File: src/rtl/amux_seq_ctrl.sv
// Break-before-make sequencing controller for an NCH:1 analog mux: one-hot gates, middle-node grounding, settle timing.
// Optional auto-scan through a channel mask is compiled in when AMUX_AUTOSCAN_EN is defined.
module amux_seq_ctrl #(
    parameter int NCH    = 8,
    parameter int BBM    = 1,
    parameter int SETTLE = 4,
    parameter int DWELL  = 16,
    localparam int CW    = $clog2(NCH)
) (
    input  logic           clk,
    input  logic           rst,
    input  logic           req,
    input  logic [CW-1:0]  ch,
    output logic           ack,
    output logic           err,
    output logic           busy,
    output logic           valid,
    output logic [CW-1:0]  cur_ch,
    output logic [NCH-1:0] sel,
    output logic [NCH-1:0] gnd_unsel,
    input  logic           scan_en,
    input  logic [NCH-1:0] scan_mask
);

    typedef enum logic [1:0] {
        ST_IDLE,
        ST_BREAK,
        ST_SETTLE,
        ST_HOLD
    } state_t;

    state_t         state_reg;
    logic [CW-1:0]  cur_ch_reg;
    logic [NCH-1:0] sel_reg;
    logic [NCH-1:0] gnd_unsel_reg;
    logic           ack_reg;
    logic           err_reg;
    logic           busy_reg;
    logic           valid_reg;
    logic [7:0]     cnt_reg;

    logic           can_accept;
    logic           ch_bad;
    logic           same_ch;
    logic           ack_now;
    logic           err_now;
    logic           scan_go;
    logic           go_break;
    logic [CW-1:0]  scan_tgt;
    logic [CW-1:0]  break_ch;
    logic [NCH-1:0] cur_onehot;

    genvar gi;
    generate
        for (gi = 0; gi < NCH; gi++) begin : g_onehot
            assign cur_onehot[gi] = (cur_ch_reg == CW'(gi));
        end
    endgenerate

    assign can_accept = (state_reg == ST_IDLE) || (state_reg == ST_HOLD);
    assign ch_bad     = ({1'b0, ch} >= (CW + 1)'(NCH));
    assign ack_now    = can_accept && req && !ch_bad;
    assign err_now    = can_accept && req && ch_bad;
    assign same_ch    = (state_reg == ST_HOLD) && (ch == cur_ch_reg);
    // A pending request always beats a scan step, even one that will be rejected.
    assign go_break   = (ack_now && !same_ch) || (!req && scan_go);
    assign break_ch   = req ? ch : scan_tgt;

`ifdef AMUX_AUTOSCAN_EN
    logic [15:0]   dwell_reg;
    logic          dwell_done;
    logic          scan_any;
    logic          scan_hit;
    logic [CW-1:0] scan_first;
    logic [CW-1:0] scan_next;
    logic [CW:0]   scan_idx;

    // Lowest set bit for a cold start; first set bit above the current channel (wrapping) for a step.
    always_comb begin
        scan_first = '0;
        scan_any   = 1'b0;
        scan_next  = '0;
        scan_hit   = 1'b0;
        scan_idx   = '0;
        for (int i = NCH - 1; i >= 0; i--) begin
            if (scan_mask[i]) begin
                scan_first = CW'(i);
                scan_any   = 1'b1;
            end
        end
        for (int k = NCH - 1; k >= 1; k--) begin
            scan_idx = {1'b0, cur_ch_reg} + (CW + 1)'(k);
            if (scan_idx >= (CW + 1)'(NCH)) begin
                scan_idx = scan_idx - (CW + 1)'(NCH);
            end
            if (scan_mask[scan_idx[CW-1:0]]) begin
                scan_next = scan_idx[CW-1:0];
                scan_hit  = 1'b1;
            end
        end
    end

    assign dwell_done = (state_reg == ST_HOLD) && scan_en && (dwell_reg == 16'(DWELL - 1));
    assign scan_go    = scan_en && (((state_reg == ST_IDLE) && scan_any) || (dwell_done && scan_hit));
    assign scan_tgt   = (state_reg == ST_IDLE) ? scan_first : scan_next;
`else
    logic unused_scan;
    assign unused_scan = ^{scan_en, scan_mask, 16'(DWELL)};
    assign scan_go     = 1'b0;
    assign scan_tgt    = '0;
`endif

    always_ff @(posedge clk or posedge rst) begin
        if (rst) begin
            state_reg     <= ST_IDLE;
            cur_ch_reg    <= '0;
            sel_reg       <= '0;
            gnd_unsel_reg <= '1;
            ack_reg       <= 1'b0;
            err_reg       <= 1'b0;
            busy_reg      <= 1'b0;
            valid_reg     <= 1'b0;
            cnt_reg       <= '0;
`ifdef AMUX_AUTOSCAN_EN
            dwell_reg     <= '0;
`endif
        end else begin
            ack_reg <= ack_now;
            err_reg <= err_now;
            if (go_break) begin
                state_reg     <= ST_BREAK;
                cur_ch_reg    <= break_ch;
                sel_reg       <= '0;
                gnd_unsel_reg <= '1;
                busy_reg      <= 1'b1;
                valid_reg     <= 1'b0;
                cnt_reg       <= 8'(BBM - 1);
            end else begin
                case (state_reg)
                    ST_BREAK: begin
                        if (cnt_reg == 8'd0) begin
                            sel_reg       <= cur_onehot;
                            gnd_unsel_reg <= ~cur_onehot;
                            state_reg     <= ST_SETTLE;
                            cnt_reg       <= 8'(SETTLE - 1);
                        end else begin
                            cnt_reg <= cnt_reg - 8'd1;
                        end
                    end
                    ST_SETTLE: begin
                        if (cnt_reg == 8'd0) begin
                            valid_reg <= 1'b1;
                            busy_reg  <= 1'b0;
                            state_reg <= ST_HOLD;
                        end else begin
                            cnt_reg <= cnt_reg - 8'd1;
                        end
                    end
                    default: ;
                endcase
            end
`ifdef AMUX_AUTOSCAN_EN
            // Dwell restarts on re-request of the same channel and freezes on a rejected request.
            if ((state_reg != ST_HOLD) || ack_now || !scan_en) begin
                dwell_reg <= '0;
            end else if (!err_now) begin
                dwell_reg <= dwell_done ? 16'd0 : dwell_reg + 16'd1;
            end
`endif
        end
    end

    assign ack       = ack_reg;
    assign err       = err_reg;
    assign busy      = busy_reg;
    assign valid     = valid_reg;
    assign cur_ch    = cur_ch_reg;
    assign sel       = sel_reg;
    assign gnd_unsel = gnd_unsel_reg;

endmodule
File: config.mk
export PLATFORM = sky130hd
export DESIGN_NAME = amux_seq_ctrl
export DESIGN_NICKNAME = d
export VERILOG_FILES = /design/src/rtl/amux_seq_ctrl.sv
export SDC_FILE = /design/constraint.sdc
export NUM_CORES = 1
export LEC_CHECK = 0
export BUFFER_PORTS_ARGS = -buffer_cell sky130_fd_sc_hd__buf_2
export CELL_PAD_IN_SITES_DETAIL_PLACEMENT = 1
export CELL_PAD_IN_SITES_GLOBAL_PLACEMENT = 2
export CORE_ASPECT_RATIO = 1.1
export CORE_MARGIN = 4
export CORE_UTILIZATION = 35
export DETAILED_ROUTE_END_ITERATION = 6
export PLACE_DENSITY = 0.82
export SETUP_SLACK_MARGIN = 0.2
export SYNTH_ARGS = -nofsm -noshare
export SYNTH_HDL_FRONTEND = slang
export SYNTH_SLANG_ARGS = --single-unit
File: constraint.sdc
create_clock -name clk -period 4.7 [get_ports clk]
set_input_delay 0.235 -clock clk [delete_from_list [all_inputs] [get_ports clk]]
set_output_delay 0.235 -clock clk [all_outputs]
set_load 0.05 [all_outputs]
==> flow_metrics.tcl, run 1 <==
set metrics [dict create \
    syn_area_sq_um 1590 \
    synth_top_area_share_pct 37.7 \
    ir_drop_mv 0.391 \
    crit_family "simple AND/OR/NAND/NOR gates" \
    grt_first_pass_wirelength_um 6580 \
    hold_viol 0 \
    core-area_sq_um 4350 \
    worst_pin_slew_ns 0.830 \
    postCtsSetupRepairBufs 0 \
    synth-edff-count 0 \
    status "complete, no violations" \
    drt_iter0_drc 45 \
    gp_congestion 0.732 \
    die_w_um 72.3 \
    synth_top_cells_by_area "dfrtp_1, dfstp_2, a21oi_1, ha_1, nor2_1" \
    fin_ws_ns 2.45 \
    netlist_instances 160 \
    grt_overflow 0 \
    ys_seq_area_share_pct 50.9 \
    fillers 512 \
    first_global_vias 1339 \
    grt_antenna_before_repair 0 \
    worstSetupPathType "flop to flop" \
    grt_max_degree 33 \
    wirelength_um 3730 \
    yosysUniqueCellTypes 41 \
    routedWlPerCell_um 15.5 \
    synth_fp_nets 181 \
    fin_tns_setup_ns 0 \
    dp_slack_ns 2.43 \
    crit_chain "inv_1 > ha_1 > nor4bb_1 > nand2_1 > or3_1 > a21oi_1" \
    clock_sinks 32 \
    first_pass_iters 4 \
    cp_data_arrival_time_ns 2.44 \
    synth_flop_cell "dfrtp_1" \
    slew_violations 0 \
    period_minus_slack_ns 2.25 \
    crit_fanout 15 \
    clkLatencyLatePin_ns 0.28 \
    leakage_uw 0.000822 \
    avgSynthCellArea_sq_um 9.95 \
    finalSetupViolCount 0 \
    finalCritPeriodShare_pct 47.9 \
    synthArstFlopShare_pct 100 \
    crit_buf_inv 1 \
    p_per_area_nw_per_um2 709 \
    clk_pin_slew_ns 0.07 \
    rsz0062_at_grt "no" \
    worstPathRequired_ns 4.89 \
    drc 0 \
    ys_warn_count 0 \
    cts_buffers 5 \
    area_growth_pct 15.4 \
    cts_hold_buf 0 \
    startpoint_type "flop" \
    ys_ff_latch 32 \
    cap_violations 0 \
    num_antenna_cells 0 \
    die-area_sq_um 5700 \
    critical_path.max_stage_delay_ns 0.45 \
    final_cells 240 \
    port_buffers 27 \
    post_cts_resized 0 \
    pin_count 38 \
    endpoint_kind "flop" \
    fin_nets 206 \
    max-slew-margin-rel_pct 44.7 \
    initial_utilization_pct 36.6 \
    fp-row-count 25 \
    fmaxAchievable_ghz 0.444 \
    ant_nets 0 \
    hpwl_um 2740 \
    vias_per_cell 5.18 \
    grtUsageTotal_pct 14.9 \
    vias 1244 \
    worst_clock_skew_ns 0.00645 \
    root_buffer "clkbuf_8" \
    power.total_uw 1300 \
    yosys.area.top_type "dfrtp_1" \
    cts_tree "done" \
    hold_path_class "input pin to async pin" \
    final_util_pct 42.3 \
    dp_cells 232 \
    cts.path.max_buffers 2 \
    cp_slowest_cell "nor4bb_1" \
    fp.dieH_um 78.8 \
    cts_max_level 2 \
    layout-drive-gt1-share_pct 26.9 \
]
layout make-up:
cell class | count | area (sq um) | share of cell area [%]
Sequential cell | 32 | 811 | 44.1
Multi-Input combinational cell | 111 | 709 | 38.6
Timing Repair Buffer | 28 | 143 | 7.76
Clock buffer | 7 | 76.3 | 4.15
Tap cell | 54 | 67.6 | 3.68
Inverter | 7 | 26.3 | 1.43
Clock inverter | 1 | 5.00 | 0.272
synth_stat cells (2+ instances only):
library cell / n
dfrtp_1: 24
a21oi_1: 15
nor2_1: 15
nand2_1: 14
o21ai_0: 10
dfstp_2: 8
clkbuf_1: 7
inv_1: 7
ha_1: 6
or3_1: 5
a2bb2oi_1: 3
mux2_2: 3
nand2b_1: 3
nor3_1: 3
o22ai_1: 3
or4_1: 3
xnor2_1: 3
a31oi_1: 2
and2_1: 2
buf_4: 2
nor4_1: 2
worst reg2reg max path: stages (launching register included):
cell      delay [ns]
dfrtp_1         0.40
inv_1           0.10
ha_1            0.21
nor4bb_1        0.45
nand2_1         0.39
or3_1           0.45
a21oi_1         0.16
final timing paths:
kind                                     startpoint                       end  slack, ns  cells past startpoint
max reg2reg                state_reg[1]$_DFFE_PP0P_        sel[4]$_DFFE_PP0P_       2.45                      6
min reg2reg                        busy$_DFFE_PP0P_          busy$_DFFE_PP0P_       0.47                      1
max in group asynchronous                       rst  gnd_unsel[1]$_DFFE_PP1P_       4.33                      3
max                        state_reg[1]$_DFFE_PP0P_        sel[4]$_DFFE_PP0P_       2.45                      6
min                                             rst        sel[4]$_DFFE_PP0P_       0.04                      3
min in group clk                              ch[1]     cur_ch[1]$_DFFE_PP0N_       0.21                      2
layer usage:
metal / GRT usage [%] / up-vias / part of all wire (%)
met5: 0 / - / 0
li1: - / 603 / -
met3: 4.05 / 7 / 5.0
met2: 24.8 / 25 / 49
met1: 18.1 / 609 / 44
met4: 6.20 / 0 / 2.2
power breakdown:
part	leakage (uW)	switching (uW)	total, uW	internal (uW)
clock	0.0000422	98.1	202	104
sequential	0.000393	92.1	455	363
combinational	0.000386	441	647	207
total	0.000822	631	1300	673
cells by family (layout without fill, tap and decap cells):
family | after synthesis | after routing | synth area share, %
AND/OR/NAND/NOR | 57 | 57 | 19.6
AO/OA/AOI/OAI | 40 | 40 | 15.6
flip-flops | 32 | 32 | 50.9
buffers and inverters | 17 | 43 | 4.56
adder cells (fa/ha/maj) | 6 | 6 | 4.71
multiplexers | 4 | 4 | 2.75
XOR/XNOR | 3 | 3 | 1.65
other | 1 | 1 | 0.235
per-stage QoR:
| step | cell area [sq um] | hold slack (ns) |
|---|---|---|
| 5_1_grt | 1840 | 0.0797 |
| 4_1_cts | 1840 | 0.0415 |
| 3_3_place_gp | 1760 | 0.342 |
| 6_report | 1840 | 0.0371 |
| 3_5_place_dp | 1760 | 0.350 |
| 2_1_floorplan | 1590 | 0.345 |
placed cells by master, fill, tap and decap left out, types with 5 or more instances in the layout:
master     n
a21oi_1   15
buf_2     27
clkbuf_8   5
dfrtp_1   24
dfstp_2    8
ha_1       6
inv_1      7
nand2_1   14
nor2_1    15
o21ai_0   10
or3_1      5
(Power assumes the default switching activity.)
==> inputs of run 2 (changes only) <==
--- a/config.mk
+++ b/config.mk
@@ -5,14 +5,15 @@
 export SDC_FILE = /design/constraint.sdc
 export NUM_CORES = 1
 export LEC_CHECK = 0
+export ABC_AREA = 1
 export BUFFER_PORTS_ARGS = -buffer_cell sky130_fd_sc_hd__buf_2
 export CELL_PAD_IN_SITES_DETAIL_PLACEMENT = 1
 export CELL_PAD_IN_SITES_GLOBAL_PLACEMENT = 2
 export CORE_ASPECT_RATIO = 1.1
 export CORE_MARGIN = 4
-export CORE_UTILIZATION = 35
+export CORE_UTILIZATION = 31
 export DETAILED_ROUTE_END_ITERATION = 6
-export PLACE_DENSITY = 0.82
+export PLACE_DENSITY = 0.77
 export SETUP_SLACK_MARGIN = 0.2
 export SYNTH_ARGS = -nofsm -noshare
 export SYNTH_HDL_FRONTEND = slang
==> constraint.sdc (replaced) <==
create_clock -name clk -period 2.15 [get_ports clk]
set_input_delay 0.1075 -clock clk [delete_from_list [all_inputs] [get_ports clk]]
set_output_delay 0.1075 -clock clk [all_outputs]
set_load 0.05 [all_outputs]
==> run 2 against run 1 <==
Against the previous run:
- die area grew 28%
- sequential power grew 140%
- cell count increased by 47%
- global-route usage fell by 0.46 points
- sequential share of layout area shrank 7.4 points
- register-to-register slack worse by 2.1 ns
- critical path type unchanged
- critical endpoint is now sel[5]$_DFFE_PP0P_
==> flow_metrics.tcl, run 2 <==
set metrics [dict create \
    drc 0 \
    routedWlPerCell_um 13.4 \
    status "complete, no violations" \
    num_antenna_cells 0 \
    cp-endpoint "sel[5]$_DFFE_PP0P_" \
    endpoint_kind "flop" \
    finalCritPeriodShare_pct 81.8 \
    finalSetupViolCount 0 \
    r2r_start "state_reg[0]$_DFFE_PP0P_" \
    area_growth_pct 18.9 \
    seqPwrFrac_pct 26.6 \
    syn_area_sq_um 1860 \
    critPathLaunch "state_reg[0]$_DFFE_PP0P_" \
    synth_top_cells_by_area "dfrtp_1, nand2_1, dfstp_2, inv_1, nor2_1" \
    synth-edff-count 0 \
    crit_fanout 43 \
    die-area_sq_um 7300 \
    port_buffers 27 \
    layout_commonest_cell "nand2_1" \
    worst_clock_skew_ns 0.00506 \
    leakage_uw 0.00115 \
    startpoint_type "flop" \
    power_switching_uw 2090 \
    gp_congestion 0.764 \
    worstSetupPathType "flop to flop" \
    r2r_slack_ns 0.39 \
    fp.dieH_um 89.2 \
    synthArstFlopShare_pct 100 \
    cts.path.max_buffers 2 \
    pwr-share-comb_pct 57.7 \
    synth-compound-area-share_pct 8.82 \
    ys_top_cells_by_count "nand2_1, inv_1, dfrtp_1" \
    ant_nets 0 \
    fmaxAchievable_ghz 0.568 \
    synth_adder_area_share_pct 4.04 \
    synth_top_area_share_pct 32.3 \
    internal-power_uw 1970 \
    power_frac_clock_pct 15.7 \
    worstPathRequired_ns 2.35 \
    clk_pin_slew_ns 0.07 \
    synthSimpleGateAreaFrac_pct 31.2 \
    drt_iter0_drc 40 \
    mostFrequentLayoutCells "nand2_1, inv_1, buf_2" \
    synth_top_family_by_area "simple AND/OR/NAND/NOR gates" \
    clock_sinks 32 \
    grtUsageTotal_pct 14.5 \
    p_sw_share_pct 51.5 \
    ir_drop_mv 0.626 \
    cp_data_arrival_time_ns 1.96 \
    synth_xor_area_share_pct 1.41 \
    die_w_um 81.8 \
    layout-drive-gt1-share_pct 21.4 \
    grt_antenna_before_repair 0 \
    ys_ff_latch 32 \
    initial_utilization_pct 32.0 \
    grt_first_pass_wirelength_um 7890 \
    yosys.area.top_type "dfrtp_1" \
    whs_ns 0.0969 \
    r2r_end "sel[5]$_DFFE_PP0P_" \
    clkLatencyLatePin_ns 0.28 \
    avgSynthCellArea_sq_um 7.65 \
    first_pass_iters 4 \
    hold_path_class "input pin to flop" \
    pin_count 38 \
    cap_violations 0 \
    hold_viol 0 \
    first_global_vias 1672 \
    cts_buffers 5 \
    yosysUniqueCellTypes 28 \
    hpwl_um 3560 \
    fp-row-count 29 \
    wirelength_um 4740 \
    cts_tree "done" \
    synth_flop_cell "dfrtp_1" \
    netlist_instances 243 \
    slew_violations 0 \
    yosysMostFrequentCell "nand2_1" \
    rsz0062_at_grt "no" \
    vias 1625 \
    fillers 758 \
    fin_tns_setup_ns 0 \
    rr_worst_depth 8 \
    synth_fp_nets 264 \
    grt_overflow 0 \
    core-area_sq_um 5810 \
    ys_seq_area_share_pct 43.6 \
    root_buffer "clkbuf_8" \
    ys_warn_count 0 \
    synth_mux_area_share_pct 0 \
    grt_max_degree 44 \
    p_per_area_nw_per_um2 1840 \
    period_minus_slack_ns 1.76 \
    cts_max_level 2 \
    fin_nets 296 \
    vias_per_cell 4.60 \
]
==> run 2: cell types whose count changed after synthesis, moves of 4 or more <==
cell,before,now
nor2_1,15,22
a21oi_1,15,3
nand2_1,14,81
clkbuf_1,7,1
nand3_1,1,16
buf_6,0,4
or3_1,5,0
nand4_1,0,9
o211ai_1,0,8
inv_1,7,30
==> run 2: layout make-up <==
class,instances,area [sq um],share of cell area (%)
Clock buffer,7,96.3,4.36
Clock inverter,1,30.0,1.36
Inverter,33,124,5.60
Multi-Input combinational cell,169,851,38.5
Sequential cell,32,811,36.7
Tap cell,77,96.3,4.36
Timing Repair Buffer,34,203,9.17
==> run 2: power by group through the flow <==
stage | combinational (uW) | clock, uW | sequential [uW]
5_1_grt | 2650 | 691 | 1110
3_5_place_dp | 2320 | 0 | 1090
2_1_floorplan | 1390 | 0 | 1550
3_3_place_gp | 2280 | 0 | 1080
6_report | 2350 | 640 | 1080
4_1_cts | 2330 | 663 | 1080
==> run 2: how the worst min path moves through the flow <==
stage	start	endpoint	slack (ns)	depth (start not counted)
finish	ch[2]	cur_ch[2]$_DFFE_PP0N_	0.1	3
global route	ch[2]	cur_ch[2]$_DFFE_PP0N_	0.13	3
CTS	ch[2]	cur_ch[2]$_DFFE_PP0N_	0.09	3
detailed placement	rst	cnt_reg[5]$_DFFE_PP0P_	0.14	2
floorplan	rst	ack$_DFF_PP0_	0.22	1
global placement	rst	cnt_reg[5]$_DFFE_PP0P_	0.13	2
==> run 2: repair_timing <==
| action | CTS | global route |
|---|---|---|
| hold endpoints to repair | 8 | 0 |
| setup endpoints to repair | 0 | 14 |
| resized for setup | 0 | 1 |
| buffers inserted | 0 | 1 |
| hold buffers | 1 | 0 |
==> run 2: metrics by stage <==
stage | instance area [sq um] | util [%] | setup slack [ns] | power [uW] | cells
5_1_grt | 2210 | 38.1 | 0.235 | 4460 | 353
3_3_place_gp | 2050 | 35.3 | 0.373 | 3360 | 343
6_report | 2210 | 38.1 | 0.391 | 4070 | 353
2_1_floorplan | 1860 | - | 0.495 | 2950 | 243
4_1_cts | 2190 | 37.7 | 0.258 | 4080 | 352
3_5_place_dp | 2050 | 35.3 | 0.277 | 3410 | 343
==> run 2: logic make-up (layout without fill, tap and decap cells) <==
family,count (synthesis),after routing
and+or+nand+nor,134,134
adders and majority gates,6,6
other,1,1
buffers and inverters,42,75
AOI/OAI and AO/OA,25,25
DFF,32,32
xor gates and xnor gates,3,3
==> run 2: critical path, cell delays in order (launching register included) <==
cell	delay [ns]
dfrtp_1	0.43
inv_1	0.07
ha_1	0.29
nand2_1	0.06
inv_1	0.11
nand2_8	0.27
o21ai_4	0.11
buf_12	0.16
o21ai_0	0.17
==> run 2: metal layers <==
layer | global-route usage (%) | part of all wire (%)
met3 | 2.52 | 3.5
met1 | 16.6 | 43
met4 | 5.44 | 1.9
met5 | 0 | 0
met2 | 26.6 | 52
==> inputs of run 3 (changes only) <==
--- a/config.mk
+++ b/config.mk
@@ -11,9 +11,9 @@
 export CELL_PAD_IN_SITES_GLOBAL_PLACEMENT = 2
 export CORE_ASPECT_RATIO = 1.1
 export CORE_MARGIN = 4
-export CORE_UTILIZATION = 31
+export CORE_UTILIZATION = 28
 export DETAILED_ROUTE_END_ITERATION = 6
-export PLACE_DENSITY = 0.77
+export PLACE_DENSITY = 0.74
 export SETUP_SLACK_MARGIN = 0.2
 export SYNTH_ARGS = -nofsm -noshare
 export SYNTH_HDL_FRONTEND = slang
==> constraint.sdc (replaced) <==
create_clock -name clk -period 1.6 [get_ports clk]
set_input_delay 0.08 -clock clk [delete_from_list [all_inputs] [get_ports clk]]
set_output_delay 0.08 -clock clk [all_outputs]
set_load 0.05 [all_outputs]
==> run 3 against run 2 <==
Against the previous run:
- routed wire length up 9.1%
- flip-flop and latch count unchanged
- count of clock-buffer cells in the layout unchanged
- via count up 7.3%
- sequential power up 33%
- non-clock buffer count up 22
- largest cell class unchanged
- highest routed layer unchanged
==> flow_metrics.tcl, run 3 (synthesis results as in run 2) <==
set metrics [dict create \
    pin_count 38 \
    first_pass_iters 4 \
    crit_chain "ha_1 > nand2_2 > clkinv_4 > nand2_8 > buf_6 > buf_12 > nand3b_1 > nand2_1" \
    clkLatencyLatePin_ns 0.29 \
    cp_data_arrival_time_ns 1.63 \
    fin_tns_setup_ns 0 \
    layout-drive-gt1-share_pct 37.1 \
    dp_slack_ns -0.0159 \
    fp.dieH_um 93.5 \
    slew_violations 0 \
    cp_slowest_cell "dfrtp_1" \
    fin_ws_ns 0.149 \
    port_buffers 27 \
    finalCritPeriodShare_pct 90.7 \
    fp-row-count 30 \
    leakage_uw 0.00129 \
    cts_max_level 2 \
    clock_sinks 32 \
    wirelength_um 5180 \
    root_buffer "clkbuf_8" \
    dp_cells 353 \
    worstPathRequired_ns 1.78 \
    mostFrequentLayoutCells "nand2_1, buf_2, inv_1" \
    cts_tree "done" \
    grt_overflow 0 \
    drc 0 \
    layout_commonest_cell "nand2_1" \
    area_growth_pct 35.5 \
    fillers 797 \
    fin_nets 319 \
    period_minus_slack_ns 1.45 \
    core-area_sq_um 6310 \
    cap_violations 0 \
    startpoint_type "flop" \
    grt_antenna_before_repair 0 \
    grtUsageTotal_pct 13.6 \
    hold_viol 0 \
    status "complete, no violations" \
    final_cells 379 \
    die-area_sq_um 8010 \
    drt_iter0_drc 25 \
    grt_max_degree 33 \
    crit_family "flip-flops" \
    first_global_vias 1762 \
    grt_first_pass_wirelength_um 8430 \
    worstSetupPathType "flop to flop" \
    vias 1743 \
    crit_fanout 5 \
    endpoint_kind "flop" \
    rsz0062_at_grt "yes" \
    num_antenna_cells 0 \
    ant_nets 0 \
    clk_pin_slew_ns 0.07 \
    cts_buffers 5 \
    hold_path_class "input pin to flop" \
    vias_per_cell 4.60 \
    finalSetupViolCount 0 \
    worst_clock_skew_ns 0.00415 \
    crit_buf_inv 3 \
    seqCellArea_sq_um 816 \
    initial_utilization_pct 29.5 \
    routedWlPerCell_um 13.7 \
    gp_congestion 0.802 \
    power.total_uw 6190 \
    critical_path.max_stage_delay_ns 0.42 \
    hpwl_um 3640 \
    cts.path.max_buffers 2 \
    multi_input_area_sq_um 965 \
    fmaxAchievable_ghz 0.689 \
    ir_drop_mv 0.725 \
    p_per_area_nw_per_um2 2460 \
    die_w_um 85.7 \
]
==> run 3: final timing paths <==
kind                                     startpoint  slack (ns)                        to  cells past startpoint
max                        state_reg[1]$_DFFE_PP0P_        0.15    cnt_reg[1]$_DFFE_PP0P_                      8
min                                           ch[0]        0.07     cur_ch[0]$_DFFE_PP0N_                      3
max reg2reg                state_reg[1]$_DFFE_PP0P_        0.15    cnt_reg[1]$_DFFE_PP0P_                      8
min reg2reg                        busy$_DFFE_PP0P_        0.49          busy$_DFFE_PP0P_                      2
max in group asynchronous                       rst        0.83  gnd_unsel[4]$_DFFE_PP1P_                      4
min in group asynchronous                       rst        0.43     cur_ch[0]$_DFFE_PP0N_                      4
==> run 3: final cells by class <==
cell class / count / share of cell area (%)
multi-input combinational: 170 / 38.3
sequential: 32 / 32.4
timing repair buffer: 56 / 15.9
tap: 80 / 3.97
clock inverter: 1 / 0.199
clock buffer: 7 / 3.87
inverter: 33 / 5.37
==> run 3: worst min-delay path, delay by kind of cell <==
family          cells  cell delay [ns]
compound gates      1             0.08
buf+inv             2             0.16
==> run 3: power breakdown <==
part           internal (uW)  switching (uW)
Clock                    399             323
Combinational           1460            2570
Sequential              1200             240
Total                   3060            3130
==> run 3: what timing repair did <==
item | 4_1_cts | 5_1_grt
hold buffers | 1 | 0
gates resized for setup | 24 | 18
endpoints found under the hold margin | 24 | 0
endpoints found under the setup margin | 31 | 31
pin swaps | 11 | 10
cloned | 1 | 0
buffers inserted | 9 | 7
==> run 3: through the flow <==
stage          util, %  area (sq um)  hold slack, ns
6_report          39.9          2520          0.0683
4_1_cts           38.2          2410          0.0612
3_5_place_dp      34.0          2140           0.209
2_1_floorplan        -          1870           0.190
5_1_grt           39.9          2520          0.0674
3_3_place_gp      34.0          2140           0.203
==> run 3: per-layer routing <==
layer  vias up  routed length, um  global-route usage (%)
li1        879                  -                       -
met3         4                201                    3.26
met4         0                 46                    4.09
met5         -                  0                       0
met2        31               2680                    24.9
met1       829               2250                    15.5
